<file path="src/rtl/console_samp_sched.sv">
// console_samp_sched: acquisition scheduler between the sample-tick generator,
// the ADC collection ports and the frame packer.
//
// Build option: define CONSOLE_SCHED_TIMEOUT_EN to include the per-ADC wait
// limit (16-bit counter plus sticky err_timeout flags). Without it the
// scheduler waits on each adc_fd indefinitely and err_timeout reads 0.
//
// state | meaning
// ------+-------------------------------------------------------------
// IDLE  | disabled; idx/timer cleared, rate code latched on exit
// WAIT  | enabled, waiting for a sample tick
// ACK   | one-cycle tick acknowledge, start at port 0
// ADC   | adc_fs[idx] high, waiting for adc_fd[idx] (or the wait limit)
// NEXT  | gap cycle between ports; advance idx or move on to PACK
// PACK  | pack_fs high until the packer takes the frame
// DONE  | frame boundary; new rate code latched, back to WAIT
module console_samp_sched #(
    parameter int unsigned NUM_ADC = 4,
    parameter logic [15:0] TIMEOUT = 16'd40_000
) (
    input  logic               clk,
    input  logic               rst,
    input  logic               work,
    input  logic [3:0]         freq_in,
    output logic [3:0]         freq_samp,
    input  logic               tick_fs,
    output logic               tick_fd,
    output logic [NUM_ADC-1:0] adc_fs,
    input  logic [NUM_ADC-1:0] adc_fd,
    output logic               pack_fs,
    input  logic               pack_fd,
    output logic [NUM_ADC-1:0] err_timeout,
    output logic [7:0]         overrun_cnt,
    output logic               busy
);

    localparam int unsigned      IDX_W    = (NUM_ADC > 1) ? $clog2(NUM_ADC) : 1;
    localparam logic [IDX_W-1:0] IDX_LAST = IDX_W'(NUM_ADC - 1);

    typedef enum logic [6:0] {
        IDLE = 7'b000_0001,
        WAIT = 7'b000_0010,
        ACK  = 7'b000_0100,
        ADC  = 7'b000_1000,
        NEXT = 7'b001_0000,
        PACK = 7'b010_0000,
        DONE = 7'b100_0000
    } state_t;

    state_t           state_q, state_d;
    logic [IDX_W-1:0] idx_q, idx_d;
    logic [3:0]       freq_q, freq_d;
    logic             tick_q;
    logic [7:0]       ovr_q, ovr_d;
    logic             tick_rise;
    logic             tmo_hit;

    // State register.
    always_ff @(posedge clk or posedge rst) begin
        if (rst) begin
            state_q <= IDLE;
        end else begin
            state_q <= state_d;
        end
    end

    // Next-state logic; dropping work abandons whatever is in flight.
    always_comb begin
        state_d = state_q;
        case (state_q)
            IDLE: if (work) state_d = WAIT;
            WAIT: if (tick_fs) state_d = ACK;
            ACK:  state_d = ADC;
            ADC:  if (adc_fd[idx_q] || tmo_hit) state_d = NEXT;
            NEXT: state_d = (idx_q == IDX_LAST) ? PACK : ADC;
            PACK: if (pack_fd) state_d = DONE;
            DONE: state_d = WAIT;
            default: state_d = IDLE;
        endcase
        if (!work) begin
            state_d = IDLE;
        end
    end

    // Handshake outputs decode purely from the current state.
    always_comb begin
        tick_fd = (state_q == ACK);
        pack_fs = (state_q == PACK);
        busy    = !((state_q == IDLE) || (state_q == WAIT));
        adc_fs  = '0;
        if (state_q == ADC) begin
            adc_fs[idx_q] = 1'b1;
        end
    end

    // Port index: restarts at 0 for every frame, steps in NEXT.
    always_comb begin
        idx_d = idx_q;
        if ((state_q == IDLE) || (state_q == ACK)) begin
            idx_d = '0;
        end else if ((state_q == NEXT) && (idx_q != IDX_LAST)) begin
            idx_d = idx_q + 1'b1;
        end
    end

    // Rate code follows freq_in only on the edges leaving IDLE or DONE.
    always_comb begin
        freq_d = freq_q;
        if (((state_q == IDLE) && work) || (state_q == DONE)) begin
            freq_d = freq_in;
        end
    end

    // A tick rising outside WAIT was missed; count it, saturating.
    assign tick_rise = tick_fs && !tick_q;

    always_comb begin
        ovr_d = ovr_q;
        if (!work) begin
            ovr_d = '0;
        end else if (tick_rise && (state_q != WAIT) && (ovr_q != 8'hFF)) begin
            ovr_d = ovr_q + 8'd1;
        end
    end

    // Index, rate code and overrun bookkeeping registers.
    always_ff @(posedge clk or posedge rst) begin
        if (rst) begin
            idx_q  <= '0;
            freq_q <= 4'h1;
            tick_q <= 1'b0;
            ovr_q  <= '0;
        end else begin
            idx_q  <= idx_d;
            freq_q <= freq_d;
            tick_q <= tick_fs;
            ovr_q  <= ovr_d;
        end
    end

    assign freq_samp   = freq_q;
    assign overrun_cnt = ovr_q;

`ifdef CONSOLE_SCHED_TIMEOUT_EN
    logic [15:0]        tmo_q, tmo_d;
    logic [NUM_ADC-1:0] err_q, err_d;

    // Counter only runs while a port is being polled; any other state clears it.
    assign tmo_hit = (tmo_q == (TIMEOUT - 16'd1));

    // Wait-limit counter next value and sticky per-port flags (fd wins a tie).
    always_comb begin
        tmo_d = '0;
        if (state_q == ADC) begin
            tmo_d = tmo_q + 16'd1;
        end
        err_d = err_q;
        if (!work) begin
            err_d = '0;
        end else if ((state_q == ADC) && tmo_hit && !adc_fd[idx_q]) begin
            err_d[idx_q] = 1'b1;
        end
    end

    // Wait-limit registers.
    always_ff @(posedge clk or posedge rst) begin
        if (rst) begin
            tmo_q <= '0;
            err_q <= '0;
        end else begin
            tmo_q <= tmo_d;
            err_q <= err_d;
        end
    end

    assign err_timeout = err_q;
`else
    logic unused_timeout;

    assign tmo_hit        = 1'b0;
    assign err_timeout    = '0;
    assign unused_timeout = ^TIMEOUT;
`endif

endmodule

</file>
<file path="config.mk">
export PLATFORM = sky130hd
export DESIGN_NAME = console_samp_sched
export DESIGN_NICKNAME = d
export VERILOG_FILES = /design/src/rtl/console_samp_sched.sv
export SDC_FILE = /design/constraint.sdc
export NUM_CORES = 1
export LEC_CHECK = 0
export ABC_AREA = 1
export BUFFER_PORTS_ARGS = -buffer_cell sky130_fd_sc_hd__buf_2
export CAP_MARGIN = 0
export CORE_MARGIN = 2
export CORE_UTILIZATION = 56
export CTS_CLUSTER_SIZE = 40
export DETAILED_ROUTE_END_ITERATION = 8
export PLACE_DENSITY = 0.82
export SLEW_MARGIN = 10
export SYNTH_ARGS = -nofsm -noshare
export SYNTH_HDL_FRONTEND = slang
export SYNTH_SLANG_ARGS = --single-unit
</file>
<file path="constraint.sdc">
create_clock -name clk -period 2.34 [get_ports clk]
set_clock_uncertainty 0.2 [all_clocks]
set_input_delay 0.585 -clock clk [delete_from_list [all_inputs] [get_ports clk]]
set_output_delay 0.585 -clock clk [all_outputs]
set_load 0.005 [all_outputs]
</file>
Word-level counts from Yosys, hierarchy flattened
Index checks and enable logic that the tools add are counted.

Register bits: 22. Latch bits: 0. RAM bits: 0. Bits in read-only memories: 0. Bits of input ports: 13. Output and inout bits: 23. Logic and storage cells: 53. Memories kept: 0.

$add $sub $neg: 2. Multipliers: 0. Divide/modulo/power cells: 0. Magnitude comparators: 2. Eq/ne operators: 15. Shift-type cells: 0. Multiplexer cells: 15. Bitwise logic cells: 0. Reduce and logical (&&, ||, !) cells: 14.

Operators with widths (count): one-hot mux 7 bit (6 select lines) (1); 2-to-1 mux 7 bit (4); 2-to-1 mux 8 bit (2); adder 8 x 1 -> 8 bit, second input constant (1); != test 8 bit, second input constant (1); equality test 7 x 1 -> 1 bit, second input constant (1); equality test 7 x 2 -> 1 bit, second input constant (1); equality test 7 x 3 -> 1 bit, second input constant (1); equality test 7 x 4 -> 1 bit, second input constant (1); equality test 7 x 5 -> 1 bit, second input constant (1); equality test 7 x 6 -> 1 bit, second input constant (1); equality test 7 bit, second input constant (1); != test 7 x 2 -> 1 bit, second input constant (1); logical AND 1 bit (6); 2-to-1 mux 6 bit (1); != test 3 bit, second input constant (2); 2-to-1 mux 2 bit (2); 2-to-1 mux 4 bit (1); logical OR 1 bit (3); less-than comparator 2 x 3 -> 1 bit, second input constant (1); != test 3 x 2 -> 1 bit, second input constant (1); AND reduction 3 bit (1); adder 2 x 1 -> 2 bit, second input constant (1); binary-select mux 1 bit (select 2 bit) (1); other kinds (9) (11).

Logic depth before layout (Yosys ltp)
Word-level depth: 6. Depth in mapped cells: 9. Mapped depth without buffers: 9.

Least setup slack after synthesis
No wires, ideal clock.

Kind: reg2out. Start: reg state_q[5]. End: out adc_fs[0]. Arrival: 0.980 ns. Setup slack: 0.575 ns. Stages on the path, launching flop included: 6. Path buffers: 0. Path through: dfrtp_1 > nor2_2 > nand2_1 > nor2_1 > inv_1 > nor2_1.

Cells in the longest elaborated chain, start to end: 2.

RTL lines: start, declared (line 50) `state_t state_q, state_d;`; start signal, assigned (line 63) `state_q <= state_d;`; equality test 7 x 4 -> 1 bit (line 91) `if (state_q == ADC) begin`; 2-to-1 mux 4 bit (line 91); end, declared (line 28) `output logic [NUM_ADC-1:0] adc_fs,`.

No other way between the ends.

Worst setup path in the final report
Start: reg state_q[4]. End: out busy.

Cells in the longest elaborated chain, start to end: 3.

RTL lines: equality test 7 x 1 -> 1 bit / equality test 7 x 2 -> 1 bit (equally long branches) (line 89) `busy = !((state_q == IDLE) || (state_q == WAIT));`; logical OR 1 bit * (line 89); zero test 1 bit * (line 89); end, declared (line 34) `output logic busy`.

Mark *: on every way between the ends. The rest lies on a longest branch, timed or not.

==> results.ini <==
[power_and_ir_drop]
p_comb_share_pct = 24.0
peakVddDrop_mv = 0.513
p_int_uw = 705
p_leak_uw = 0.000940
powerDensity_nw_per_um2 = 617
p_clk_share_pct = 28.7
seqPwrFrac_pct = 47.3
swShare_pct = 30.1
p_switching_uw = 304

[timing]
holdWs_ns = 0.0835
hold_violations = 0
setup_violations = 0
post-route-period-util_pct = 96.2
final-max-slew-violation-count = 0
fin_ws_ns = 0.0885
period_needed_ns = 2.25
max_freq_ghz = 0.444

[place]
dp_hpwl_mm = 2.48
gp_congestion = 0.896
io_buffer_count = 31
place_ws_ns = 0.319
dp_cells = 243

[grt]
grt_max_degree = 23
antenna_found_initial = 0
grt_pass1_wl_mm = 5.26
grt_pass1_vias = 1283
grt_use_total_pct = 25.9
grt_overflow_total = 0

[worst_setup_path]
crit_top_cell = inv_1
crit_fanout = 3
worstPathRequired_ns = 1.55
cp_num_buf_inv = 3
cp_data_arrival_time_ns = 1.47
worst-r2r-setup-slack_ns = 0.57
crit_slowest_cell = dfrtp_1
reg2reg_from = overrun_cnt[0]
critPathMaxStageDelay_ns = 0.42
reg2reg_to = overrun_cnt[0]
cp-start-kind = flip-flop
crit_chain = inv_1 > nand2_1 > nor2_4 > nand2_2 > inv_1 > nor2_1 > buf_2
r2r_cells = 7
cp-end-kind = output pin
crit_type = reg2out
critPathTopFamily = flip-flops

[route]
wl_per_cell_um = 13.2
drc = 0
ant_nets = 0
drt_pass1_iterations = 4
drt-vias-per-instance = 5.27
drt_iter0_drc = 55
vias = 1308
wl_mm = 3.28

[floorplanning]
design.portCount = 36
initial_utilization_pct = 60.7
fp.dieW_um = 53.4
die_area_um2 = 2860
die_h_um = 53.4
rows = 17
fp.coreArea_um2 = 2250

[clock_network]
cts_max_path_buffers = 2
clk_pin_slew_worst_paths_ns = 0.13
h-tree-depth = 1
clkLatencyLatePin_ns = 0.31
cts_tree = built
cts.root.buffer_cell = clkbuf_4
cts.sinks = 22
cts_hold_buf = 0
cts_inserted_buffers = 3

[synthesis]
syn-instance-count = 184
synth_flop_cell = dfrtp_1
synth-seq-cells = 22
syn_area_per_cell_um2 = 7.44
netlist_area_um2 = 1370
async_flop_share_pct = 100
synth_top_cell_by_area = dfrtp_1
synth.yosys.warnings = 0
synth.most_common_cell = nand2_1
synth_top_area_share_pct = 36.6
synth_cell_types = 29
synth-seq-area-share_pct = 40.4
ys_top_cells_by_count = nand2_1 (45), nor2_1 (27), inv_1 (26), dfrtp_1 (20), nand3_1 (18)
yosys-top-cells-area = dfrtp_1 (37%), nand2_1 (12%), nor2_1 (7.4%)
synth_edf_count = 0

[cells_and_area]
layout-drive-gt1-share_pct = 26.4
num-fill-cells = 198
diodes = 0
final_cells = 248
nets = 239
syn2layout_area_growth_pct = 19.4

[flow_run]
cap_violations = 0

[hold_path]
hold_path_class = in2async

[run_status]
status = finished clean

==> final cells by class <==
class	instances	area [um2]	area share, %
repair buffers	34	178	10.9
flip-flops and latches	22	553	33.8
multi-input cells	132	711	43.5
clock inverters	1	30.0	1.84
inverters	28	105	6.43
well taps	28	35.0	2.14
clock buffers	3	22.5	1.38
==> cell families (layout without fill, tap and decap cells) <==
| kind of cell | count (synthesis) | in the layout | share of synthesized area, % |
|---|---|---|---|
| buffers and inverters | 33 | 66 | 10.1 |
| XOR/XNOR | 4 | 4 | 2.56 |
| flip-flops | 22 | 22 | 40.4 |
| AND/OR/NAND/NOR | 106 | 106 | 36.3 |
| other | 1 | 4 | 0.274 |
| AO/OA/AOI/OAI | 13 | 13 | 5.76 |
| adder cells (fa/ha/maj) | 5 | 5 | 4.57 |
==> worst max-delay path by stage <==
stage               startpoint        end  slack, ns  cells after the start
global placement    state_q[5]  adc_fs[3]       0.44                      6
floorplan           state_q[5]  adc_fs[0]       0.57                      5
detailed placement  state_q[1]  adc_fs[1]       0.32                      6
global route        state_q[1]  adc_fs[2]     -0.006                      6
CTS                 state_q[1]  adc_fs[1]       0.04                      6
finish              state_q[4]       busy       0.09                      7
==> what timing repair did <==
action	in CTS	in global routing
hold endpoints to repair	0	0
endpoints found under the setup margin	4	6
pin swaps	0	2
buffers inserted	0	1
gates resized for setup	1	6
cloned	0	0
==> power groups by stage <==
stage / Clock, uW / Combinational [uW] / Sequential (uW)
finish: 290 / 242 / 477
global route: 310 / 276 / 482
CTS: 294 / 239 / 474
detailed placement: 0 / 238 / 482
global placement: 0 / 225 / 477
floorplan: 0 / 143 / 481
==> layer usage <==
layer  vias to the layer above  routed length (um)  GRT usage [%]
met5                         -                   0              0
met4                         0                  48           12.0
met3                         6                 130           3.39
met2                        49                1770           50.6
met1                       613                1330           26.4
li1                        640                   -              -
==> stage by stage <==
stage,util [%],power [uW],area [um2],TNS (ns)
global route,72.5,1070,1630,-0.00564
detailed placement,68.8,720,1550,0
global placement,68.8,702,1550,0
floorplan,-,624,1380,0
CTS,71.3,1010,1610,0
finish,72.5,1010,1630,0
==> cells in the final DEF, fill, tap and decap left out, drive strengths merged <==
master,Yosys,final
nand2,49,49
buf,4,34
nor2,29,29
inv,28,28
dfrtp,20,20
nand3,20,20
o21ai,8,8
ha,5,5
xor2,4,4
conb,1,4
clkbuf,1,3
nor3b,3,3
nor3,3,3
nand4,2,2
a21oi,2,2
dfstp,2,2
o41ai,1,1
a22o,1,1
o21a,1,1
bufinv,0,1
==> registers in the layout (all words and copies together) (netlist names) <==
| signal | count |
|---|---|
| overrun_cnt | 8 |
| state_q | 7 |
| freq_samp | 4 |
| idx_q | 2 |
| tick_q | 1 |
==> tightest hold or removal path: stages <==
cell	delay (ns)
buf_2	0.09
inv_1	0.04
buf_4	0.27
(Power assumes the default switching activity.)
